File: config.mk
export PLATFORM = sky130hd
export DESIGN_NAME = alu_share_arbiter
export DESIGN_NICKNAME = d
export VERILOG_FILES = /design/src/rtl/riscv_alu_pkg.sv /design/src/rtl/alu_share_arbiter_alu.sv /design/src/rtl/alu_share_arbiter.sv
export SDC_FILE = /design/constraint.sdc
export NUM_CORES = 1
export LEC_CHECK = 0
export BUFFER_PORTS_ARGS = -buffer_cell sky130_fd_sc_hd__buf_2
export CORE_UTILIZATION = 50
export CTS_BUF_LIST = sky130_fd_sc_hd__clkbuf_8
export CTS_CLUSTER_SIZE = 40
export DETAILED_ROUTE_END_ITERATION = 16
export PLACE_DENSITY = 0.76
export SYNTH_ARGS = -nofsm -noshare
export SYNTH_HDL_FRONTEND = slang
export SYNTH_SLANG_ARGS = --single-unit
File: constraint.sdc
create_clock -name clk -period 7 [get_ports clk]
set_clock_uncertainty 0.15 [all_clocks]
set_input_delay 1.4 -clock clk [delete_from_list [all_inputs] [get_ports clk]]
set_output_delay 1.4 -clock clk [all_outputs]
set_load 0.02 [all_outputs]
File: src/rtl/riscv_alu_pkg.sv
// Shared definitions for the ALU sharing arbiter: control codes, FSM encoding,
// and the small combinational helpers used by the grant and masking logic.
package riscv_alu_pkg;

  localparam int ALU_CTRL_W = 4;

  localparam logic [ALU_CTRL_W-1:0] ALU_AND = 4'b0000;
  localparam logic [ALU_CTRL_W-1:0] ALU_OR  = 4'b0001;
  localparam logic [ALU_CTRL_W-1:0] ALU_ADD = 4'b0010;
  localparam logic [ALU_CTRL_W-1:0] ALU_SUB = 4'b0110;

  typedef enum logic [1:0] {
    S_IDLE = 2'd0,
    S_EXEC = 2'd1,
    S_RESP = 2'd2
  } arb_state_t;

  // Returns 1 when requester 1 wins; prio names the requester favoured on a tie.
  function automatic logic rr_pick(input logic v0, input logic v1, input logic prio);
    return (v0 && v1) ? prio : v1;
  endfunction

  function automatic logic ctrl_legal(input logic [ALU_CTRL_W-1:0] c);
    return (c == ALU_AND) || (c == ALU_OR) || (c == ALU_ADD) || (c == ALU_SUB);
  endfunction

endpackage

File: src/rtl/alu_share_arbiter_alu.sv
// 64-bit RISC-V ALU subset (AND/OR/ADD/SUB). Unknown codes yield 0; wraparound
// arithmetic, carry and borrow are discarded.
module alu_share_arbiter_alu
  import riscv_alu_pkg::*;
#(
  parameter int WIDTH  = 64,
  parameter int CTRL_W = 4
) (
  input  logic [WIDTH-1:0]  X,
  input  logic [WIDTH-1:0]  Y,
  input  logic [CTRL_W-1:0] ALUControl,
  output logic [WIDTH-1:0]  ALUResult,
  output logic              Zero
);

  always_comb begin
    ALUResult = '0;
    case (ALUControl)
      ALU_AND: ALUResult = X & Y;
      ALU_OR:  ALUResult = X | Y;
      ALU_ADD: ALUResult = X + Y;
      ALU_SUB: ALUResult = X - Y;
      default: ALUResult = '0;
    endcase
  end

  assign Zero = (ALUResult == '0);

endmodule

File: src/rtl/alu_share_arbiter.sv
// Round-robin arbiter sharing one ALU between two valid/ready requesters; each
// operation walks IDLE -> EXEC -> RESP and the result is held until consumed.
module alu_share_arbiter
  import riscv_alu_pkg::*;
#(
  parameter int WIDTH  = 64,
  parameter int CTRL_W = 4
) (
  input  logic              clk,
  input  logic              rst_n,
  input  logic              ReqValid0,
  input  logic              ReqValid1,
  output logic              ReqReady0,
  output logic              ReqReady1,
  input  logic [WIDTH-1:0]  ReqX0,
  input  logic [WIDTH-1:0]  ReqX1,
  input  logic [WIDTH-1:0]  ReqY0,
  input  logic [WIDTH-1:0]  ReqY1,
  input  logic [CTRL_W-1:0] ReqCtrl0,
  input  logic [CTRL_W-1:0] ReqCtrl1,
  output logic              RspValid0,
  output logic              RspValid1,
  input  logic              RspReady0,
  input  logic              RspReady1,
  output logic [WIDTH-1:0]  RspResult,
  output logic              RspZero,
  output logic [31:0]       OpCount,
  output logic [1:0]        dbg_state
);

  // Handshake rule: a transfer happens on a rising edge where valid and ready are
  // both high; requesters hold valid and payload stable until they see ready.

  arb_state_t        state_q, state_d;
  logic              prio_q, prio_d;
  logic              grant_q, grant_d;
  logic [WIDTH-1:0]  x_q, x_d;
  logic [WIDTH-1:0]  y_q, y_d;
  logic [CTRL_W-1:0] ctrl_q, ctrl_d;
  logic [WIDTH-1:0]  rsp_result_q, rsp_result_d;
  logic              rsp_zero_q, rsp_zero_d;
  logic [31:0]       op_count_q, op_count_d;

  logic              pick;
  logic              rsp_taken;
  logic [WIDTH-1:0]  alu_result;
  logic              alu_zero;

  alu_share_arbiter_alu #(
    .WIDTH  (WIDTH),
    .CTRL_W (CTRL_W)
  ) u_alu (
    .X          (x_q),
    .Y          (y_q),
    .ALUControl (ctrl_q),
    .ALUResult  (alu_result),
    .Zero       (alu_zero)
  );

  assign pick      = rr_pick(ReqValid0, ReqValid1, prio_q);
  assign rsp_taken = grant_q ? RspReady1 : RspReady0;

  always_comb begin
    state_d      = state_q;
    prio_d       = prio_q;
    grant_d      = grant_q;
    x_d          = x_q;
    y_d          = y_q;
    ctrl_d       = ctrl_q;
    rsp_result_d = rsp_result_q;
    rsp_zero_d   = rsp_zero_q;
    op_count_d   = op_count_q;
    ReqReady0    = 1'b0;
    ReqReady1    = 1'b0;

    case (state_q)
      S_IDLE: begin
        // Ready is gated by rst_n so nothing looks accepted while held in reset.
        if (rst_n && (ReqValid0 || ReqValid1)) begin
          ReqReady0 = ~pick;
          ReqReady1 = pick;
          grant_d   = pick;
          x_d       = pick ? ReqX1 : ReqX0;
          y_d       = pick ? ReqY1 : ReqY0;
          ctrl_d    = pick ? ReqCtrl1 : ReqCtrl0;
          state_d   = S_EXEC;
        end
      end
      S_EXEC: begin
        if (ctrl_legal(ctrl_q)) begin
          rsp_result_d = alu_result;
          rsp_zero_d   = alu_zero;
        end else begin
          rsp_result_d = '0;
          rsp_zero_d   = 1'b1;
        end
        state_d = S_RESP;
      end
      S_RESP: begin
        if (rsp_taken) begin
          op_count_d = op_count_q + 32'd1;
          prio_d     = ~grant_q;
          state_d    = S_IDLE;
        end
      end
      default: state_d = S_IDLE;
    endcase
  end

  always_ff @(posedge clk) begin
    if (!rst_n) begin
      state_q      <= S_IDLE;
      prio_q       <= 1'b0;
      grant_q      <= 1'b0;
      x_q          <= '0;
      y_q          <= '0;
      ctrl_q       <= '0;
      rsp_result_q <= '0;
      rsp_zero_q   <= 1'b0;
      op_count_q   <= '0;
    end else begin
      state_q      <= state_d;
      prio_q       <= prio_d;
      grant_q      <= grant_d;
      x_q          <= x_d;
      y_q          <= y_d;
      ctrl_q       <= ctrl_d;
      rsp_result_q <= rsp_result_d;
      rsp_zero_q   <= rsp_zero_d;
      op_count_q   <= op_count_d;
    end
  end

  assign RspValid0 = rst_n && (state_q == S_RESP) && !grant_q;
  assign RspValid1 = rst_n && (state_q == S_RESP) && grant_q;
  assign RspResult = rsp_result_q;
  assign RspZero   = rsp_zero_q;
  assign OpCount   = op_count_q;
  assign dbg_state = state_q;

endmodule

; ---- Word-level counts from Yosys, hierarchy flattened
; Index checks and enable logic that the tools add are counted.
[totals]
regBits = 233
input_bits = 270
out_inout_bits = 103
[classes]
n_bitwise = 4
addsub = 3
reduce_logical = 16
mux = 15
eq_ne = 7
[ops]
columns = cell, n
row1 = 64-bit case mux with 4 select lines, 1
row2 = 64-bit 2-to-1 mux, 3
row3 = 64-bit adder, 1
row4 = 64-bit bitwise AND, 1
row5 = 64-bit zero test, 1
row6 = 64-bit OR, 1
row7 = 64-bit subtractor, 1
row8 = "32-bit by 1-bit adder with 32-bit output, second input constant", 1
row9 = 1-bit 2-to-1 mux, 7
row10 = 2-bit case mux with 3 select lines, 1
row11 = 2-bit AND reduction, 3
row12 = 1-bit logical AND, 5
row13 = "4-bit by 1-bit equality test with 1-bit output, second input constant", 1
row14 = "4-bit by 2-bit equality test with 1-bit output, second input constant", 1
row15 = "4-bit by 3-bit equality test with 1-bit output, second input constant", 1
row16 = 4-bit zero test, 1
row17 = 1-bit logical OR, 4
row18 = 2-bit 2-to-1 mux, 2
row19 = 4-bit 2-to-1 mux, 1
row20 = "2-bit inequality test, second input constant", 2
row21 = "2-bit by 1-bit equality test with 1-bit output, second input constant", 1
row22 = "2-bit equality test, second input constant", 1
row23 = 2-bit zero test, 1
row24 = 1-bit NOT, 2
row25 = 1-bit zero test, 1

; ---- Depth between registers and ports, before layout
; Gate-level depths: netlist of the first run.
[depth]
ltp_word = 5
depth_mapped = 27
mapped_depth_nobuf = 26

; ---- Hierarchy
; From an unflattened synthesis of the first run, not the netlist that was laid out.
[unflattened]
hier_cells = 2190
hier_area_um2 = 17072.6
[modules_own_cells]
columns = module, n_inst, cells_per_inst, area_each_um2
row1 = alu_share_arbiter, 1, 1014, 9579.2
row2 = alu_share_arbiter_alu, 1, 1176, 7493.4

; ---- Least setup slack after synthesis of the first run
; Ideal clock, no wire load.
[synth_timing]
path_kind = flip-flop to flip-flop
start = register ctrl_q[0]
end = register rsp_zero_q (netlist: RspZero)
stages_incl_launch_ff = 24
path_buffers = 5
t_required_ps = 6754
arrival_ps = 6330
setup_slack_ps = 424
setup_time_ps = 96
synth_period_minus_slack_ps = 6576
path_cell_list = dfxtp_1 > buf_1 > clkbuf_1 > nor3b_1 > clkbuf_1 > buf_1 > nand2_1 > clkbuf_1 > nand2_1 > o21ai_0 > fa_1 > nand2b_1 > a211oi_1 > nand4_1 > a2111o_1 > a31oi_1 > a21oi_1 > o21bai_1 > a21oi_1 > xor2_1 > nor2_1 > or4_1 > or4_1 > o41ai_2
[synth_via]
elab_chain_cells = 5
elab_cells_between_ends = 10
[synth_lines]
columns = element, line_no
row1 = "start, declared", alu_share_arbiter.sv:39  ; logic [CTRL_W-1:0] ctrl_q, ctrl_d;
row2 = "start signal, assigned", alu_share_arbiter.sv:127  ; ctrl_q <= ctrl_d;
row3 = branches (longest 4 deep; another with 64-bit case mux with 4 select lines), n/a
row4 = 1-bit 2-to-1 mux *, alu_share_arbiter.sv:90  ; if (ctrl_legal(ctrl_q)) begin
row5 = "end signal, assigned", alu_share_arbiter.sv:129  ; rsp_zero_q <= rsp_zero_d;
row6 = "end, declared", alu_share_arbiter.sv:41  ; logic rsp_zero_q, rsp_zero_d;
; Mark *: on every way between the ends.
; A chain may end at the register's enable or synchronous reset.

; ---- Final worst setup path of the first run
[layout_timing]
start = register y_q[15]
end = register rsp_zero_q (netlist: RspZero)
[layout_via]
elab_chain_cells = 4
elab_cells_between_ends = 7
[layout_lines]
columns = element, line_no
row1 = "start, declared", alu_share_arbiter.sv:38  ; logic [WIDTH-1:0] y_q, y_d;
row2 = "start signal, assigned", alu_share_arbiter.sv:126  ; y_q <= y_d;
row3 = 64-bit subtractor (tied with other cells), alu_share_arbiter_alu.sv:22  ; ALU_SUB: ALUResult = X - Y;
row4 = 64-bit case mux with 4 select lines *, alu_share_arbiter_alu.sv:18  ; case (ALUControl)
row5 = 64-bit zero test *, alu_share_arbiter_alu.sv:27  ; assign Zero = (ALUResult == '0);
row6 = 1-bit 2-to-1 mux *, alu_share_arbiter.sv:90
; Mark *: on every way between the ends. The rest lies on a longest branch, timed or not.

==> impl_results.md, run 1 <==
* Status: finished clean
* Mapped Area at approximately 16,000 sq um
* Clock power share at 0.267
* Period utilisation layout at 0.957
* Setup WS pre-CTS at just over 0.05 ns
* Most frequently used flop master after synthesis: dfxtp_1
* Sequential share of power at 0.369
* Number of detailed-route iterations in the first pass at 5
* Kind of cell adding the most delay to the critical path: simple AND/OR/NAND/NOR gates
* Mapped Cells at 2,042
* CTS tree: done
* Net Sw Frac at 0.388
* Startpoint type of the worst setup path: register
* Buffers on Ports at 372
* Combinational fraction of design power at 0.365
* Routed Antenna Nets at 0
* Ys async rst share at 0
* Yosys warns at 0
* Vias in the first global route at 16,000
* Initial antenna violation count at 0
* Reg2reg setup slack at 0.30 ns
* Diode count at 0
* DIE WIDTH at 182 microns
* CP max-delay cell: or4_4
* RSZ-0062 raised after global routing: no
* Root buf cell: clkbuf_8
* Clk Latency, worst-skew pair at around 0.56 ns
* H-tree depth at 2
* Least-Margin Pin Slew at 1.06 ns
* Tmin final at approximately 6.7 ns
* Synth Area per Inst at 7.95 sq um
* Clk slew on worst S/H paths at 0.06 ns
* PnR worst setup slack at 0.300 ns
* Pin count of the biggest net entering global routing at between 100 and 150
* Area Growth Syn to Fin at 18.6%
* Min-Delay Path Class: reg -> reg
* Filler cells at 2,925
* Net count after synthesis at 2,380
* Bufs and invs on worst path at 2
* Relative slew margins at 0.288
* Non-Filler Instances at 2,769
* Sw Pwr at 1.67 mW
* Hold Path End: RspResult[20]
* HP Start: RspResult[20]
* Final core occ at 0.607
* Number of enable flip-flop cells after synthesis at 0
* Final Net Count at between 2,000 and 3,000
* CTS Hold Buffers Added at 0
* Fmax achieved at between 0.1 and 0.15 GHz
* I/O pins at 373
* Cells after DPL at between 2,000 and 3,000
* Worst endpoint required time at about 7.3 ns
* Vias/cell at just over 6
* VDD IR max at 0.128 mV
* Die H at around 180 microns
* Die ar. at approximately 33,000 sq um
* Final Hold Fails at 0
* Hold Worst Slack at 0.320 ns
* M1 wire length at 25.1 mm
* WL met2 at 25.5 mm
* RD Place Congestion at 0.992
* WL final at 56.2 mm
* Crit-path max cell delay at 0.58 ns
* Worst r2r src: y_q[15]
* Clk buf depth at 3
* CP Cell Sequence: or4_4, or3_4, or4_4, or3_4, nor4_2, nand3b_1, buf_4, buf_6, o31ai_1, xor2_1, ha_1, and3_1, nand2_1, o31a_1, o31ai_1, xor2_1, a22oi_1, nand4_1, or4_1, or4_1, o41ai_2
* CTS Sinks at 233
* Iteration-0 DRC Markers at 1,311
* Layout cells sized above 1 at 0.222
* Most frequent cells in the layout: buf_2 (372), nor2_1 (293), dfxtp_1 (232)
* Initial Util at 0.512
* Num CTS Buffers at 39
* Setup_tns at 0 ns
* Metal3 WL at approximately 3.8 mm
* P_leak at 8.66 nW
* Std-Cell Rows at 65
* Vias at 16,700
* Number of synthesized register bits at 233
* Wirelength per Cell at 20.3 microns
* Power Density at 223 nW/um^2
* Critical path arrival at 7.01 ns
* Commonest non-fill, non-tap cell in the layout: buf_2
* Critical path fanouts, max at 7
* CP Class: reg -> reg
* DP HPWL at 43.6 mm
* Remaining global-route overflow at 0
* GRT Overall Usage at 0.330
* CP Capture Type: register
* First-pass GRT wire length at approximately 87 mm
* DR DRC count at 0
* Pint at 2.63 mW
* Maxcap violations at 0
* Hold Path Depth at 2
* Max-slew violations at 0
* Length in cells of the worst reg-to-reg path at 21
* Top Metal Used: met4
* Sequential share of the synthesized area at 0.287
* Finish-stage setup viols at 0
* RR Endpoint: RspZero
* Cell variety after synth at 80
* Core area at 31,700 sq um
repair_timing:
| item | CTS | global route |
|---|---|---|
| gates resized for setup | 0 | 31 |
| setup endpoints to repair | 0 | 3 |
| buffers inserted | 0 | 1 |
cell families (layout without fill, tap and decap cells):
family,count (synthesis),count (layout),share of synthesized area
XOR/XNOR,148,148,0.0804
AO/OA/AOI/OAI,578,578,0.234
adder cells (fa/ha/maj),126,126,0.0887
AND/OR/NAND/NOR,644,644,0.184
multiplexers,135,135,0.0833
buffers and inverters,178,503,0.0421
flip-flops,233,233,0.287
cells in the mapped netlist (all sizes together), types with 10 or more instances:
cell type,count,share of area
nor2,295,0.069
dfxtp,233,0.29
a211oi,173,0.080
nand2,146,0.034
mux2i,135,0.083
a21oi,134,0.042
clkbuf,128,0.030
o21ai,112,0.035
xor2,97,0.052
ha,67,0.052
maj3,58,0.036
xnor2,51,0.028
nand4,45,0.017
nor3,35,0.011
buf,30,0.0079
a22oi,24,0.011
or3,24,0.0096
inv,19,0.0044
o31ai,17,0.0079
nand3,16,0.0049
nor4,15,0.0069
o21a,15,0.0069
and3,14,0.0054
o21bai,14,0.0065
a221oi,12,0.0069
or4,12,0.0060
a21o,11,0.0051
a31oi,11,0.0042
o211ai,10,0.0046
cell type report:
cell class | count | area [sq um] | share of cell area
Inverter | 20 | 87.6 | 0.00455
Clock inverter | 19 | 100 | 0.00520
Tap cell | 402 | 503 | 0.0261
Sequential cell | 233 | 4670 | 0.243
Multi-Input combinational cell | 1631 | 11000 | 0.574
Clock buffer | 45 | 619 | 0.0322
Timing Repair Buffer | 419 | 2230 | 0.116
metrics by stage:
stage	cell area, sq um	total power, mW
after CTS	19100	4.28
after detailed placement	18400	3.13
after floorplan	16200	2.63
after global routing	19200	4.53
final	19200	4.30
after global placement	18400	3.11
tightest hold or removal path: cells and delay by family, from the launching register on:
kind               cells  cell delay, ns
DFF                    1            0.31
and+or+nand+nor        1            0.05
AOI/OAI and AO/OA      1            0.05
registers in the layout, summed over array words and instances (netlist names):
signal,cells
prio_q,1
RspResult,64
dbg_state,2
x_q,64
y_q,64
ctrl_q,4
OpCount,32
grant_q,1
RspZero,1
power groups by stage:
stage / Combinational [mW] / Clock (mW) / Sequential [mW]
2_1_floorplan: 1.04 / 0 / 1.60
3_3_place_gp: 1.51 / 0 / 1.60
3_5_place_dp: 1.52 / 0 / 1.61
4_1_cts: 1.53 / 1.17 / 1.58
5_1_grt: 1.71 / 1.23 / 1.60
6_report: 1.57 / 1.15 / 1.59
worst max path at each step:
| stage | start | to | slack, ns | depth (start not counted) |
|---|---|---|---|---|
| after global routing | y_q[15] | RspZero | 0.02 | 23 |
| after floorplan | ctrl_q[0] | RspZero | 0.42 | 23 |
| final | y_q[15] | RspZero | 0.30 | 21 |
| after CTS | y_q[15] | RspZero | 0.04 | 25 |
| after global placement | y_q[15] | RspZero | 0.14 | 25 |
| after detailed placement | y_q[15] | RspZero | 0.05 | 25 |
layer usage:
layer	vias up	track usage
li1	8101	-
met1	7807	0.440
met2	686	0.545
met3	114	0.0459
met4	0	0.115
met5	-	0
Note: power is estimated with default switching activity, not from simulation.
==> run 2: changes to the inputs <==
--- a/config.mk
+++ b/config.mk
@@ -8,9 +8,9 @@
 export BUFFER_PORTS_ARGS = -buffer_cell sky130_fd_sc_hd__buf_2
 export CORE_UTILIZATION = 50
 export CTS_BUF_LIST = sky130_fd_sc_hd__clkbuf_8
-export CTS_CLUSTER_SIZE = 40
+export CTS_CLUSTER_SIZE = 10
 export DETAILED_ROUTE_END_ITERATION = 16
-export PLACE_DENSITY = 0.76
+export PLACE_DENSITY_LB_ADDON = 0.3
 export SYNTH_ARGS = -nofsm -noshare
 export SYNTH_HDL_FRONTEND = slang
 export SYNTH_SLANG_ARGS = --single-unit
==> constraint.sdc (replaced) <==
create_clock -name clk -period 7.9 [get_ports clk]
set_clock_uncertainty 0.15 [all_clocks]
set_input_delay 1.58 -clock clk [delete_from_list [all_inputs] [get_ports clk]]
set_output_delay 1.58 -clock clk [all_outputs]
set_load 0.02 [all_outputs]
==> run 2 against run 1 <==
  * Sequential share of layout area up 0.35 points
  * Count of clock-buffer cells in the layout up 3
  * Largest cell class unchanged
  * Global-route usage down 1.0 points
  * Final area down 1.5%
  * Clock power down 3%
  * Wire length down 2.5%
  * Combinational power down 14%
  * Utilization down 0.90 points
  * Cell count down 0.98%
  * Via count down 0.77%
  * Critical path type unchanged
  * Sequential power down 12%
  * Sequential cell count unchanged
==> impl_results.md, run 2 (synthesized netlist as in run 1, its figures left out) <==
* Root buf cell: clkbuf_8
* RD Place Congestion at 0.960 (-3.2%)
* Std-Cell Rows at 65 (unchanged)
* Max-slew violations at 0 (unchanged)
* Final Net Count at 2,652 (-1.1%)
* RSZ-0062 raised after global routing: no
* Tmin final at 7.16 ns (+0.458 ns)
* CP Cell Sequence: or4_4, or3_4, or4_4, or3_2, nor4_1, nand3b_1, nor3_1, a21oi_1, xnor2_1, ha_1, a21oi_1, o221ai_1, a21oi_1, a21oi_1, xor2_1, a22oi_1, nand4_1, nor4_1, nand4_1, or4_1, o41ai_2
* CP Capture Type: register
* HP Start: RspResult[20]
* GRT Overall Usage at 0.320 (-0.0102)
* Hold Path Depth at 2 (unchanged)
* First-pass GRT wire length at 84.7 mm (-2.7%)
* CTS Sinks at 233 (unchanged)
* Pin count of the biggest net entering global routing at 164 (+44%)
* Critical path arrival at 7.48 ns (+0.47 ns)
* Startpoint type of the worst setup path: register
* Status: finished clean
* Die ar. at 33,200 sq um (unchanged)
* Hold Path End: RspResult[20]
* Remaining global-route overflow at 0 (unchanged)
* PnR worst setup slack at 0.742 ns (+0.442 ns)
* H-tree depth at 2 (unchanged)
* Number of setup buffers added after CTS at 0 (unchanged)
* Vias/cell at 6.05 (+0.20%)
* Final Hold Fails at 0 (unchanged)
* DR DRC count at 0 (unchanged)
* Setup_tns at 0 ns (unchanged)
* Min-Delay Path Class: reg -> reg
* Hold Worst Slack at 0.303 ns (-0.0174 ns)
* Post-cts resize count at 0 (unchanged)
* Filler cells at 2,953 (+0.96%)
* Clk Latency, worst-skew pair at 0.57 ns (about the same)
* Worst r2r src: y_q[15]
* Initial Util at 0.512 (unchanged)
* Finish-stage setup viols at 0 (unchanged)
* Maxcap violations at 0 (unchanged)
* Vias at 16,600 (-0.77%)
* Diode count at 0 (unchanged)
* Clk buf depth at 3 (unchanged)
* Number of detailed-route iterations in the first pass at 5 (unchanged)
* CP Class: reg -> reg
* Overall Power at 3.86 mW (-10%)
* Crit-path most repeated cell: a21oi_1
* Area Growth Syn to Fin at 16.9%
* Layout cells sized above 1 at 0.208 (-0.0145)
* Reg2reg setup slack at 0.74 ns (+0.44 ns)
* Critical path fanouts, max at 7 (unchanged)
* Initial antenna violation count at 0 (unchanged)
* Bufs and invs on worst path at 0 (-2)
* DIE WIDTH at 182 microns (unchanged)
* WL final at 54.8 mm (-2.5%)
* Least-Margin Pin Slew at 1.15 ns (+0.0932 ns)
* CTS tree: done
* Fmax achieved at 0.140 GHz (-6.4%)
* Period utilisation layout at 0.906 (-0.0511)
* Routed Antenna Nets at 0 (unchanged)
* Iteration-0 DRC Markers at 1,291 (-1.5%)
* Wirelength per Cell at 20.0 microns (-1.5%)
* CP max-delay cell: or4_4
* Commonest non-fill, non-tap cell in the layout: buf_2
* CTS Hold Buffers Added at 0 (unchanged)
* I/O pins at 373 (unchanged)
* Vias in the first global route at 15,400 (-3.7%)
* Num CTS Buffers at 40 (+2.6%)
* Length in cells of the worst reg-to-reg path at 21 (unchanged)
* Setup WS pre-CTS at 0.814 ns (+0.763 ns)
* RR Endpoint: RspZero
* Buffers on Ports at 372 (unchanged)
* Non-Filler Instances at 2,742 (-0.98%)
* Crit-path max cell delay at 0.58 ns (about the same)
* Most frequent cells in the layout: buf_2 (372), nor2_1 (294), dfxtp_1 (232)
* P_leak at 8.52 nW (-1.6%)
* DP HPWL at 42.0 mm (-3.6%)
* Cells after DPL at 2,674 (-1.1%)
* Clk slew on worst S/H paths at 0.06 ns (about the same)
* Die H at 182 microns (unchanged)
* Relative slew margins at 0.232 (-0.0567)
* Core area at 31,700 sq um (unchanged)
* Kind of cell adding the most delay to the critical path: simple AND/OR/NAND/NOR gates
* Worst endpoint required time at 8.22 ns (+0.91 ns)
* VDD IR max at 0.189 mV (+48%)
* Power Density at 203 nW/um^2 (-9.0%)
-- run 2: cell count changes in the layout (fill, tap and decap cells not counted), moves of 3 or more --
| cell | change |
|---|---|
| buf_4 | -30 |
| inv_1 | -5 |
| ha_1 | +4 |
| nor4_1 | +4 |
| o21ai_0 | +4 |
| o21ai_1 | -4 |
| clkbuf_8 | +3 |
| ha_2 | -3 |
| nor4_4 | -3 |
-- run 2: layout make-up --
type | count | area, sq um | share of cell area
multi-input cells | 1631 | 10900 | 0.575
well taps | 402 | 503 | 0.0265
repair buffers | 388 | 1990 | 0.105
flip-flops and latches | 233 | 4670 | 0.246
clock inverters | 20 | 144 | 0.00759
inverters | 20 | 87.6 | 0.00462
clock buffers | 48 | 661 | 0.0348
-- run 2: layer usage --
metal / wire [microns] / track usage / share of wire / vias to the layer above
met4: 1460 / 0.0951 / 0.027 / 0
met5: 0 / 0 / 0 / -
met3: 4020 / 0.0461 / 0.073 / 100
met2: 24600 / 0.522 / 0.45 / 677
li1: - / - / - / 8045
met1: 24700 / 0.436 / 0.45 / 7757
-- run 2: where the power goes --
group / leakage (nW) / internal, mW / switching (mW) / total [mW]
clock: 0.433 / 0.592 / 0.514 / 1.11
combinational: 6.17 / 0.510 / 0.840 / 1.35
sequential: 1.91 / 1.28 / 0.123 / 1.40
total: 8.52 / 2.38 / 1.48 / 3.86
-- run 2: worst max-delay path by stage --
| stage | slack (ns) | to | cells past startpoint | startpoint |
|---|---|---|---|---|
| finish | 0.74 | RspZero | 21 | y_q[15] |
| global route | 0.37 | RspZero | 23 | y_q[15] |
| CTS | 0.81 | RspZero | 21 | y_q[15] |
| detailed placement | 0.81 | RspZero | 21 | y_q[15] |
| global placement | 0.91 | RspZero | 19 | y_q[15] |
| floorplan | 1.32 | RspZero | 23 | ctrl_q[0] |
-- run 2: worst min-delay path, delay by kind of cell, from the launching register on --
| kind | cells | cell delay, ns |
|---|---|---|
| AND/OR/NAND/NOR | 1 | 0.05 |
| AO/OA/AOI/OAI | 1 | 0.05 |
| flip-flops | 1 | 0.30 |
-- run 2: metrics by stage --
stage                util  area [sq um]
floorplan               -         16200
global placement    0.573         18200
detailed placement  0.573         18200
CTS                 0.598         19000
global route        0.598         19000
finish              0.598         19000
==> run 3: changes to the inputs <==
--- a/config.mk
+++ b/config.mk
@@ -5,8 +5,9 @@
 export SDC_FILE = /design/constraint.sdc
 export NUM_CORES = 1
 export LEC_CHECK = 0
+export ABC_AREA = 1
 export BUFFER_PORTS_ARGS = -buffer_cell sky130_fd_sc_hd__buf_2
-export CORE_UTILIZATION = 50
+export CORE_UTILIZATION = 30
 export CTS_BUF_LIST = sky130_fd_sc_hd__clkbuf_8
 export CTS_CLUSTER_SIZE = 10
 export DETAILED_ROUTE_END_ITERATION = 16
==> run 3 against run 2 <==
  * Wire length grew 42%
  * Sequential share of layout area decreased by 3.4 points
  * Non-clock buffer count shrank 3
  * Sequential power is essentially flat
  * Critical endpoint unchanged
==> impl_results.md, run 3 <==
* Status: finished clean
* Most frequent cells in the layout: nand2_1 (1,184), inv_1 (521), nor2_1 (406)
* Sequential share of the synthesized area at 0.250 (-0.0373)
* Startpoint type of the worst setup path: register
* Number of enable flip-flop cells after synthesis at 0 (unchanged)
* Pin count of the biggest net entering global routing at 121 (-26%)
* H-tree depth at 2 (unchanged)
* DIE WIDTH at 251 microns (+38%)
* Yosys warns at 0 (unchanged)
* Vias in the first global route at 19,900 (+29%)
* Pint at 2.29 mW (-3.7%)
* RD Place Congestion at 1.01 (+5.1%)
* Max-slew violations at 0 (unchanged)
* Core area at 61,600 sq um (+94%)
* Post-Synth XOR/XNOR Area at 0.0324 (-0.0479)
* GRT Overall Usage at 0.238 (-0.0816)
* Metal3 WL at 5.01 mm (+25%)
* Buffers on Ports at 372 (unchanged)
* Net Sw Frac at 0.404 (+0.0209)
* Sequential share of power at 0.358 (-0.005)
* Mux share of post-synthesis cell area at 0 (-0.0833)
* CP Capture Type: register
* Sw Pwr at 1.55 mW (+5.2%)
* Net count after synthesis at 3,660 (+54%)
* Number of synthesized register bits at 233 (unchanged)
* Most frequently used flop master after synthesis: dfxtp_1
* Most common cell in the netlist: nand2_1
* Setup_tns at 0 ns (unchanged)
* DR DRC count at 0 (unchanged)
* VDD IR max at 0.0942 mV (-50%)
* CP Class: reg -> reg
* WL met2 at 32.7 mm (+33%)
* Crit-path most repeated cell: nand2_1
* Final Hold Fails at 0 (unchanged)
* Iteration-0 DRC Markers at 1,769 (+37%)
* Setup WS pre-CTS at 2.57 ns (+1.75 ns)
* Std-Cell Rows at 91 (+40%)
* Power Density at 175 nW/um^2 (-14%)
* Synth top area cells: dfxtp_1 (25%), nand2_1 (24%), inv_1 (10%), nor2_1 (8.2%), a31oi_1 (5.4%)
* Initial antenna violation count at 5 (+5)
* Relative slew margins at 0.324 (+0.0926)
* Crit-path max cell delay at 0.58 ns (about the same)
* Initial Util at 0.303 (-0.209)
* Post-cts resize count at 0 (unchanged)
* P_leak at 11.5 nW (+34%)
* Worst endpoint required time at 8.31 ns (+0.09 ns)
* Routed Antenna Nets at 0 (unchanged)
* Die H at 251 microns (+38%)
* Overall Power at 3.85 mW (-0.29%)
* Die ar. at 63,100 sq um (+90%)
* Reg2reg setup slack at 2.63 ns (+1.89 ns)
* Adder-cell share of the synthesized area at 0.0476 (-0.0410)
* Critical path arrival at 5.68 ns (-1.80 ns)
* Layout cells sized above 1 at 0.134 (-0.0733)
* Mapped Area at 18,600 sq um (+15%)
* Post-synth top cells: nand2_1 (1,184), inv_1 (506), nor2_1 (408)
* Synth Area in Compound Gates at 0.142 (-0.0927)
* Final Net Count at 3,966 (+50%)
* Period utilisation layout at 0.667 (-0.239)
* Clk Latency, worst-skew pair at 0.62 ns (+0.05 ns)
* Vias at 21,700 (+31%)
* Least-Margin Pin Slew at 1.01 ns (-0.139 ns)
* Main combinational cell family by area after synthesis: simple AND/OR/NAND/NOR gates
* Tmin final at 5.27 ns (-1.89 ns)
* PnR worst setup slack at 2.63 ns (+1.89 ns)
* Remaining global-route overflow at 0 (unchanged)
* CTS Hold Buffers Added at 0 (unchanged)
* Cells after DPL at 4,419 (+65%)
* CTS tree: done
* Share of the synthesized area in the top cell type at 0.250 (-0.0373)
* Combinational fraction of design power at 0.342 (-0.008)
* Ys async rst share at 0 (unchanged)
* Num CTS Buffers at 44 (+10%)
* First-pass GRT wire length at 116 mm (+37%)
* Top Metal Used: met4
* Fmax achieved at 0.190 GHz (+36%)
* CTS Sinks at 233 (unchanged)
* Filler cells at 7,030 (+140%)
* Length in cells of the worst reg-to-reg path at 29 (+38%)
* DP HPWL at 62.4 mm (+49%)
* Hold Path End: OpCount[31]
* Critical path fanouts, max at 42 (+35)
* Number of setup buffers added after CTS at 0 (unchanged)
* Clock power share at 0.300 (+0.013)
* WL final at 77.7 mm (+42%)
* RSZ-0062 raised after global routing: no
* Maxcap violations at 0 (unchanged)
* M1 wire length at 38.5 mm (+56%)
* Cell taking the most area after synthesis: dfxtp_1
* Commonest non-fill, non-tap cell in the layout: nand2_1
* Wirelength per Cell at 17.3 microns (-13%)
* HP Start: OpCount[31]
* Post-synthesis simple-gate area fraction at 0.398 (+0.215)
* Clk slew on worst S/H paths at 0.06 ns (about the same)
* Min-Delay Path Class: reg -> reg
* Non-Filler Instances at 4,495 (+64%)
* I/O pins at 373 (unchanged)
* RR Endpoint: RspZero
* Synth Area per Inst at 5.61 sq um (-29%)
* CP max-delay cell: inv_2
* Worst r2r src: ctrl_q[1]
* Root buf cell: clkbuf_8
* Mapped Cells at 3,322 (+63%)
* Vias/cell at 4.83 (-20%)
* Clk buf depth at 3 (unchanged)
* Number of detailed-route iterations in the first pass at 7 (+2)
* Hold Path Depth at 2 (unchanged)
* Area Growth Syn to Fin at 18.1%
* Finish-stage setup viols at 0 (unchanged)
* Cell variety after synth at 48 (-40%)
-- run 3: changes by cell type after synthesis, moves of 135 or more --
cell	change
a31oi_1	+149
nand2_1	+1038
a211oi_1	-171
inv_1	+487
mux2i_1	-135
-- run 3: metal layers --
metal | track usage | vias up
li1 | - | 11100
met2 | 0.357 | 728
met1 | 0.355 | 9811
met3 | 0.0329 | 102
met4 | 0.0564 | 0
met5 | 0 | -
-- run 3: layout make-up --
cell class	instances	area, sq um	share of cell area
clock buffer	50	688	0.0312
multi-input combinational	2452	11600	0.526
sequential	233	4670	0.212
timing repair buffer	385	1960	0.0890
antenna	4	10.0	0.000454
clock inverter	22	129	0.00585
inverter	512	1930	0.0876
tap	837	1050	0.0476
-- run 3: stage by stage --
stage,area [sq um],hold slack (ns),utilization
floorplan,18600,0.297,-
detailed placement,21200,0.327,0.344
global placement,21200,0.304,0.344
global route,22000,0.357,0.357
finish,22000,0.331,0.358
CTS,22000,0.338,0.357
-- run 3: kinds of logic after synthesis --
family | count (synthesis)
simple gates | 1845
buf+inv | 637
compound gates | 467
fa+ha+maj | 71
flops | 233
xor+xnor | 69
-- run 3: power by group through the flow --
stage               Clock [mW]  Combinational, mW  Sequential (mW)
finish                    1.16               1.32             1.38
global route              1.24               1.46             1.39
CTS                       1.19               1.30             1.37
detailed placement           0               1.30             1.40
global placement             0               1.30             1.40
floorplan                    0              0.838             1.38
-- run 3: worst max-delay path by stage --
stage	startpoint	endpoint	slack, ns	depth (start not counted)
final	ctrl_q[1]	RspZero	2.63	29
after global routing	ctrl_q[3]	RspZero	2.10	28
after CTS	ReqValid1	ReqReady1	2.58	6
after detailed placement	ReqValid1	ReqReady1	2.57	6
after global placement	ReqValid1	ReqReady1	2.60	6
after floorplan	rst_n	ReqReady0	3.40	6
-- run 3: worst max-delay path: cells and delay by family, from the launching register on --
family | cells | cell delay [ns]
xor+xnor | 1 | 0.19
fa+ha+maj | 1 | 0.43
buf+inv | 4 | 1.24
flops | 1 | 0.31
compound gates | 5 | 0.63
simple gates | 18 | 2.24
